==> config.mk <==
export PLATFORM = sky130hd
export DESIGN_NAME = insn_encoder_loader
export DESIGN_NICKNAME = d
export VERILOG_FILES = /design/src/rtl/wf8_isa_pkg.sv /design/src/rtl/sync_fifo.sv /design/src/rtl/insn_encoder_loader.sv
export SDC_FILE = /design/constraint.sdc
export NUM_CORES = 1
export LEC_CHECK = 0
export ABC_AREA = 1
export CAP_MARGIN = 20
export CORE_ASPECT_RATIO = 2
export CORE_MARGIN = 3
export CORE_UTILIZATION = 60
export CTS_BUF_LIST = sky130_fd_sc_hd__clkbuf_4 sky130_fd_sc_hd__clkbuf_8 sky130_fd_sc_hd__clkbuf_16
export CTS_CLUSTER_SIZE = 20
export DETAILED_ROUTE_END_ITERATION = 7
export DONT_BUFFER_PORTS = 1
export GPL_TIMING_DRIVEN = 0
export PLACE_DENSITY = 0.76
export SLEW_MARGIN = 0
export SYNTH_ARGS = -nofsm -noshare
export SYNTH_HDL_FRONTEND = slang
export SYNTH_HIERARCHICAL = 1
export SYNTH_SLANG_ARGS = --single-unit
==> constraint.sdc <==
create_clock -name clk -period 6.5 [get_ports clk]
set_input_delay 1.625 -clock clk [delete_from_list [all_inputs] [get_ports clk]]
set_output_delay 1.625 -clock clk [all_outputs]
set_load 0.1 [all_outputs]
==> src/rtl/wf8_isa_pkg.sv <==
// wf8_isa_pkg: shared WF8 field widths, immediate-class test and loader state encoding
package wf8_isa_pkg;
  localparam int OPC_W  = 4;
  localparam int INSN_W = 8;
  localparam int REG_W  = 3;
  localparam int IMM_W  = 4;
  typedef enum logic [1:0] {IDLE, LOAD, DRAIN, DONE} state_t;
  function automatic logic is_imm_class(input logic [OPC_W-1:0] opc);
    return opc[3] & opc[2] & (opc[1] | opc[0]);
  endfunction
endpackage

==> src/rtl/sync_fifo.sv <==
// sync_fifo: single-clock FIFO, power-of-2 depth; push is allowed while full if a pop happens in the same cycle
module sync_fifo #(
  parameter int WIDTH = 8,
  parameter int DEPTH = 4
) (
  input  logic                       clk,
  input  logic                       rst_n,
  input  logic                       push,
  input  logic [WIDTH-1:0]           din,
  input  logic                       pop,
  output logic [WIDTH-1:0]           dout,
  output logic                       full,
  output logic                       empty,
  output logic [$clog2(DEPTH):0]     count
);
  localparam int AW = $clog2(DEPTH);
  logic [WIDTH-1:0] mem [DEPTH];
  logic [AW-1:0] wp, rp;
  logic do_push, do_pop;
  assign full    = count == (AW+1)'(DEPTH);
  assign empty   = count == '0;
  assign do_pop  = pop && !empty;
  assign do_push = push && (!full || do_pop);
  assign dout    = mem[rp];
  always_ff @(posedge clk or negedge rst_n) begin
    if (!rst_n) begin
      wp    <= '0;
      rp    <= '0;
      count <= '0;
      for (int i = 0; i < DEPTH; i++) mem[i] <= '0;
    end else begin
      if (do_push) begin
        mem[wp] <= din;
        wp      <= wp + AW'(1);
      end
      if (do_pop) rp <= rp + AW'(1);
      if (do_push && !do_pop) count <= count + (AW+1)'(1);
      else if (do_pop && !do_push) count <= count - (AW+1)'(1);
    end
  end
endmodule

==> src/rtl/insn_encoder_loader.sv <==
// insn_encoder_loader: packs WF8 field tuples into 8-bit words and streams them through a FIFO
// into sequential instruction-memory writes starting at base_addr.
module insn_encoder_loader
  import wf8_isa_pkg::*;
#(
  parameter int ADDR_W = 8,
  parameter int FIFO_D = 4
) (
  input  logic              clk,
  input  logic              rst_n,
  input  logic              start,
  input  logic [ADDR_W-1:0] base_addr,
  input  logic [ADDR_W-1:0] len,
  input  logic              fld_valid,
  output logic              fld_ready,
  input  logic [OPC_W-1:0]  fld_opcode,
  input  logic              fld_util,
  input  logic [REG_W-1:0]  fld_reg,
  input  logic [IMM_W-1:0]  fld_imm,
  output logic              mem_we,
  input  logic              mem_ready,
  output logic [ADDR_W-1:0] mem_addr,
  output logic [INSN_W-1:0] mem_wdata,
  output logic              busy,
  output logic              done,
  output logic              err
);
  localparam int CW = $clog2(FIFO_D) + 1;
  localparam logic [ADDR_W-1:0] ONE = 1;
  state_t state, state_nx;
  logic [ADDR_W-1:0] len_q, acc;
  logic [CW-1:0] cnt;
  logic go, push, pop, full, empty;
  function automatic logic [INSN_W-1:0] encode(input logic [OPC_W-1:0] opc, input logic util,
                                               input logic [REG_W-1:0] rb, input logic [IMM_W-1:0] imm);
    return is_imm_class(opc) ? {opc, imm} : {opc, util, rb};
  endfunction
  assign go        = start && (state == IDLE || state == DONE);
  assign busy      = state == LOAD || state == DRAIN;
  assign fld_ready = state == LOAD && !full && acc < len_q;
  assign push      = fld_valid && fld_ready;
  assign mem_we    = busy && !empty;
  assign pop       = mem_we && mem_ready;
  sync_fifo #(.WIDTH(INSN_W), .DEPTH(FIFO_D)) u_fifo (
    .clk   (clk),
    .rst_n (rst_n),
    .push  (push),
    .din   (encode(fld_opcode, fld_util, fld_reg, fld_imm)),
    .pop   (pop),
    .dout  (mem_wdata),
    .full  (full),
    .empty (empty),
    .count (cnt)
  );
  // DRAIN only ends once the word leaving the FIFO is the last one
  always_comb begin
    state_nx = state;
    if (go) state_nx = (len == '0) ? DONE : LOAD;
    else if (state == LOAD && push && acc + ONE == len_q) state_nx = DRAIN;
    else if (state == DRAIN && pop && cnt == CW'(1)) state_nx = DONE;
  end
  always_ff @(posedge clk or negedge rst_n) begin
    if (!rst_n) begin
      state    <= IDLE;
      len_q    <= '0;
      acc      <= '0;
      mem_addr <= '0;
      err      <= 1'b0;
      done     <= 1'b0;
    end else begin
      state <= state_nx;
      done  <= (go && len == '0) || (state == DRAIN && state_nx == DONE);
      if (go) begin
        len_q    <= len;
        acc      <= '0;
        mem_addr <= base_addr;
        err      <= 1'b0;
      end else begin
        if (push) acc <= acc + ONE;
        if (pop) begin
          mem_addr <= mem_addr + ONE;
          if (&mem_addr) err <= 1'b1;
        end
      end
    end
  end
endmodule
Word-level counts from Yosys, hierarchy flattened
Cells that the tools add are included.

Logic and storage cells: 89. Register bits: 67. Output and inout port bits: 21.

Magnitude comparators: 4. Mux-type cells: 20. Bitwise operators: 5. Add/sub/neg operators: 6. Eq/ne operators: 7. Reductions and logical operators: 34.

Operators by type and width (number): $mux W8 (7); $bwmux W32 (1); $logic_and A1 B1 Y1 (17); $add A8 B1 Y8 const B (2); $bmux W8 S2 (1); $demux W8 S2 (1); $eq A8 B8 Y1 (1); $logic_not A8 Y1 (1); $lt A8 B8 Y1 (1); $mux W2 (4); $reduce_and A8 Y1 (1); $reduce_bool A2 Y1 (4); $eq A2 B2 Y1 const B (3); $ge A3 B3 Y1 const B (2); $mux W3 (2); $not A2 Y3 (2); $add A2 B1 Y2 const B (2); $logic_not A1 Y1 (4); $logic_or A1 B1 Y1 (4); $mux W4 (1); $add A3 B1 Y3 const B (1); $eq A3 B1 Y1 const B (1); $eq A3 B3 Y1 const B (1); $logic_not A3 Y1 (1); other kinds (8) (11).

Logic depth before layout (Yosys ltp)
Depth in word-level cells: 12. Gate-level depth with buffers: 19. Gate-level depth less buffers: 18.

Hierarchy
The synthesis kept the hierarchy.

By module, submodules not included: sync_fifo (area each 1994.4 um2, instances 1, cells an instance 236); insn_encoder_loader (area each 1916.8 um2, instances 1, cells an instance 258).

Worst setup path before layout
Ideal clock, no wire load.

Path kind: register to register. From: reg state[0]. To: reg u_fifo.count[2]. Clock period less this slack: 4.023 ns. Library setup time: 0.123 ns. Stages on the path, launching flop included: 17. Arrival time: 3.900 ns. Path buffers: 1. Setup slack: 2.477 ns. Path through: dfrtp_1 -> inv_1 -> ha_1 -> nor2_1 -> nand2_1 -> inv_2 -> inv_1 -> nand3_2 -> buf_6 -> nand2_2 -> inv_1 -> ha_1 -> inv_1 -> fa_1 -> nand2_1 -> nand3_1 -> xor2_1.

Cells in the longest elaborated chain, start to end: 10. Elaborated cells between the ends (all ways): 17.

Ends and longest elaborated chain: from (decl) (line insn_encoder_loader.sv:30) `state_t state, state_nx;`; from (signal assigned) (line insn_encoder_loader.sv:71) `state <= state_nx;`; $eq A2 B1 Y1 or $eq A2 B2 Y1 (tied branches) (line insn_encoder_loader.sv:39) `assign busy = state == LOAD || state == DRAIN;`; $logic_or A1 B1 Y1 * (line insn_encoder_loader.sv:39); $logic_and A1 B1 Y1 * (line insn_encoder_loader.sv:42) `assign mem_we = busy && !empty;`; via mem_we (line insn_encoder_loader.sv:20) `output logic mem_we,`; $logic_and A1 B1 Y1 * (line insn_encoder_loader.sv:43) `assign pop = mem_we && mem_ready;`; via pop (line insn_encoder_loader.sv:33) `logic go, push, pop, full, empty;`; $logic_and A1 B1 Y1 * (line sync_fifo.sv:22) `assign do_pop = pop && !empty;`; $logic_or A1 B1 Y1 * (line sync_fifo.sv:23) `assign do_push = push && (!full || do_pop);`; $logic_and A1 B1 Y1 * (line sync_fifo.sv:23); via u_fifo.do_push (line sync_fifo.sv:19) `logic do_push, do_pop;`; $logic_not A1 Y1 (line sync_fifo.sv:38) `else if (do_pop && !do_push) count <= count - (AW+1)'(1);`; $logic_and A1 B1 Y1 (line sync_fifo.sv:38); $reduce_bool A2 Y1 (no line); to (signal assigned) (line sync_fifo.sv:37) `if (do_push && !do_pop) count <= count + (AW+1)'(1);`; to (signal assigned) (line sync_fifo.sv:38); to (decl) (line sync_fifo.sv:14) `output logic [$clog2(DEPTH):0] count`.

The timed path passes the listed nets; every way through them passes the cells marked *. A chain may end at the register's enable or synchronous reset.

Worst setup path in the final report
From: reg len_q[6]. To: out fld_ready.

Cells in the longest elaborated chain, start to end: 2.

Ends and longest elaborated chain: from (decl) (line insn_encoder_loader.sv:31) `logic [ADDR_W-1:0] len_q, acc;`; from (signal assigned) (line insn_encoder_loader.sv:74) `len_q <= len;`; $lt A8 B8 Y1 (line insn_encoder_loader.sv:40) `assign fld_ready = state == LOAD && !full && acc < len_q;`; $logic_and A1 B1 Y1 (line insn_encoder_loader.sv:40); to (decl) (line insn_encoder_loader.sv:15) `output logic fld_ready,`.

Every way passes these cells.

==> implementation parameters <==
Parameter                              Value

Cells and area
  Share of final-layout standard cells stronger than drive strength 1 ... 0.141
  Area Overhead vs Synth ... 12.7%
  Final standard cell count with taps included and fillers excluded ... 598
  Number of inserted filler cells in the final layout ... 550
  Diode insertion count for antenna repair ... 0
  Layout net count ... 558
  End-of-flow core utilization ... 0.698

STA
  Final min period ... 3.98 ns
  Final setup fails ... 0
  Worst Clk Skew ... around 0.0060 ns
  RSZ-0062 raised after global routing ... false
  Max-slew violation count ... 0
  Final hold violations ... 0
  Relative max-transition margin ... 0.229
  Total Neg Setup Slack ... 0 ns
  Slew at the pin closest to its max-slew limit ... 1.16 ns
  Final critical-path share of the clock period ... 0.612
  Worst path setup slack after routing ... between 2 and 3 ns
  Top achievable clock speed ... 0.251 GHz

Yosys
  Register area share after synthesis ... 0.429
  Most area-hungry cell type in the Yosys netlist ... sky130_fd_sc_hd__dfrtp_1
  Post-synthesis cell area ... 3910 sq um
  Most used DFF post-synth ... sky130_fd_sc_hd__dfrtp_1
  Syn Area/Cell ... 7.92 sq um
  Count of yosys warnings during synthesis ... 6
  Number of register bits inferred by synthesis ... 67
  Async set or reset register ratio after synthesis ... 1.00
  Leading post-synthesis cells by cell area ... sky130_fd_sc_hd__dfrtp_1 (43%), sky130_fd_sc_hd__nand2_1 (13%), sky130_fd_sc_hd__nand4_1 (5.8%), sky130_fd_sc_hd__ha_1 (5.4%), sky130_fd_sc_hd__inv_1 (4.4%)
  Synth cell count leaders ... sky130_fd_sc_hd__nand2_1 (136), sky130_fd_sc_hd__dfrtp_1 (67), sky130_fd_sc_hd__inv_1 (46), sky130_fd_sc_hd__nor2_1 (38), sky130_fd_sc_hd__nand4_1 (36)
  Most instantiated library cell after synthesis ... sky130_fd_sc_hd__nand2_1
  Post-synth cell types ... 35
  Number of instances in the synthesized netlist ... between 400 and 500
  Number of nets in the synthesized netlist ... 545
  Number of enable-type register cells in the synthesized netlist ... 0
  Share of Yosys cell area claimed by the top area cell type ... 0.429

Worst setup path
  Path type of the worst setup path ... flop to primary output
  Max Fanout on Critical Path ... 3
  Ordered list of cells on the worst path ... inv_1 > ha_1 > nand2_1 > nor2_1 > a211oi_1 > nand2_1 > inv_1
  Endpoint class of the critical path ... primary output
  Family with the most delay on the worst path ... buffers and inverters
  Required time worst endpoint ... 4.88 ns
  Highest cell delay on the worst timing path ... between 0.6 and 0.7 ns
  Buffering stage count on the worst path with inverters included ... 2
  Arrival time worst endpoint ... about 2.4 ns
  Worst setup SP type ... flop
  Cell with the largest stage delay on the worst path ... sky130_fd_sc_hd__inv_1

Drt
  Routed wirelength normalized by instance count ... 17.3 um
  Total wire length ... just over 10,000 um
  Count of unresolved DRC violations after routing ... 0
  Via density per instance ... 5.83
  Total via count after detailed routing ... 3,487
  Post-detailed-route count of antenna-violating nets ... 0
  Detailed-routing iteration count for the pre-antenna-repair pass ... 4
  Number of DRC markers after the initial detailed-route iteration ... 272

CTS
  Root Driver ... sky130_fd_sc_hd__clkbuf_16
  Post-CTS Hold Fix Bufs ... 0
  Skew-Pair Late Insertion Delay ... 0.34 ns
  Count of cells resized by post-cts repair ... 0
  TritonCTS clock tree ... done
  Max clock buf depth ... 2
  Clock-pin slew on the worst setup and hold paths ... approximately 0.050 ns
  Number of buffers created by CTS ... 9
  Post CTS Setup Buffer Count ... 0
  Total clock sinks ... 67
  H-Tree Depth ... 3

Status
  Result of the run ... finished clean

Place
  RD Place Congestion ... roughly 0.9
  Worst setup slack after placement ... 2.85 ns
  Number of port buffers ... 0
  Total placed cells including tap cells ... 582
  HPWL after detailed placement ... around 7500 um

GRT
  Number of antenna violations at the first check in global routing ... 0
  Via count of the first global-routing pass ... 3,584
  Maximum number of pins on one net before global-route repair ... 68
  Global-route wire length before repair ... around 17,000 um
  GRT Total Usage ... 0.291
  Global-route congestion overflow total ... 0

Floorplan
  Io pins ... 54
  Number of rows in the core area ... 41
  Initial standard-cell utilization of the core ... 0.620
  Die Area ... 7580 sq um
  Height of the chip ... 120 um
  Width of the die ... ~63 um
  Core box area ... 6310 sq um

Worst hold path
  Worst min-delay path class ... flop to flop

Run
  Max-cap violation count ... 0
## layout make-up
type                            instances  area (sq um)  area share
Buffer                                 20           128      0.0290
Clock buffer                           14           269      0.0610
Clock inverter                          2          35.0     0.00795
Inverter                               50           188      0.0426
Multi-Input combinational cell        357          1970       0.447
Sequential cell                        67          1680       0.380
Tap cell                               86           108      0.0244
Timing Repair Buffer                    2          31.3     0.00710
## sequential cells by signal, indices dropped and copies added (netlist names)
name and count:
err 1, u_fifo/mem 32, state 2, done 1, u_fifo/count 3, u_fifo/wp 2
mem_addr 8, len_q 8, acc 8, u_fifo/rp 2
## through the flow
| stage | instance area [sq um] | hold slack (ns) |
|---|---|---|
| finish | 4410 | 0.470 |
| global route | 4410 | 0.478 |
| CTS | 4410 | 0.466 |
| detailed placement | 4100 | 0.454 |
| global placement | 4020 | 0.448 |
| floorplan | 3910 | 0.437 |
## logic make-up after synthesis
family                     after synthesis  synth area share
AOI/OAI and AO/OA                       64            0.0947
xor gates and xnor gates                 5            0.0112
adders and majority gates               18            0.0595
buffers and inverters                   70            0.0806
DFF                                     67             0.429
muxes                                    4            0.0115
and+or+nand+nor                        266             0.314
## worst min-delay path: stages, from the launching register on
cell and delay [ns]:
sky130_fd_sc_hd__dfrtp_1 0.34, sky130_fd_sc_hd__nand2_1 0.05, sky130_fd_sc_hd__nand2_1 0.05
## metal layers
metal | part of all wire | up-vias | GRT usage | wire length, um
met5 | 0 | - | 0 | 0
met4 | 0.037 | 0 | 0.173 | 386
met3 | 0.047 | 28 | 0.0595 | 482
met2 | 0.57 | 117 | 0.544 | 5850
met1 | 0.35 | 1667 | 0.287 | 3600
li1 | - | 1675 | - | -
## cells in the final DEF (no fill, tap or decap), drive strengths merged
master | netlist | final
nor2 | 44 | 44
and3 | 1 | 1
clkbuf | 8 | 22
a31oi | 3 | 3
dfrtp | 67 | 67
nor4 | 1 | 1
xnor2 | 2 | 2
xor2 | 3 | 3
a21oi | 6 | 6
nand2 | 146 | 146
buf | 12 | 14
a32o | 1 | 1
ha | 17 | 17
bufinv | 0 | 1
fa | 1 | 1
o21bai | 1 | 1
or2 | 1 | 1
o21ai | 32 | 32
o22ai | 14 | 14
a211oi | 4 | 4
nor3 | 5 | 5
clkinv | 0 | 1
o211ai | 1 | 1
nand4 | 36 | 36
o31ai | 2 | 2
inv | 50 | 50
nand3 | 32 | 32
mux2 | 4 | 4
## path summary, 6_finish.rpt
| check | start | to | slack, ns | cells past startpoint |
|---|---|---|---|---|
| max in group asynchronous | rst_n | mem_addr[0]$_DFFE_PN0P_ | 5.40 | 0 |
| min in group asynchronous | rst_n | len_q[3]$_DFFE_PN0P_ | 0.98 | 0 |
| min reg2reg | u_fifo/mem[30]$_DFFE_PN0P_ | u_fifo/mem[30]$_DFFE_PN0P_ | 0.47 | 2 |
| max reg2reg | state[0]$_DFF_PN0_ | u_fifo/count[2]$_DFFE_PN0P_ | 3.21 | 18 |
| min | u_fifo/mem[30]$_DFFE_PN0P_ | u_fifo/mem[30]$_DFFE_PN0P_ | 0.47 | 2 |
| max | len_q[6]$_DFFE_PN0P_ | fld_ready | 2.52 | 7 |
Power is not shown: default switching activity piles up to over one toggle a cycle in this logic, so the estimate is an artifact.
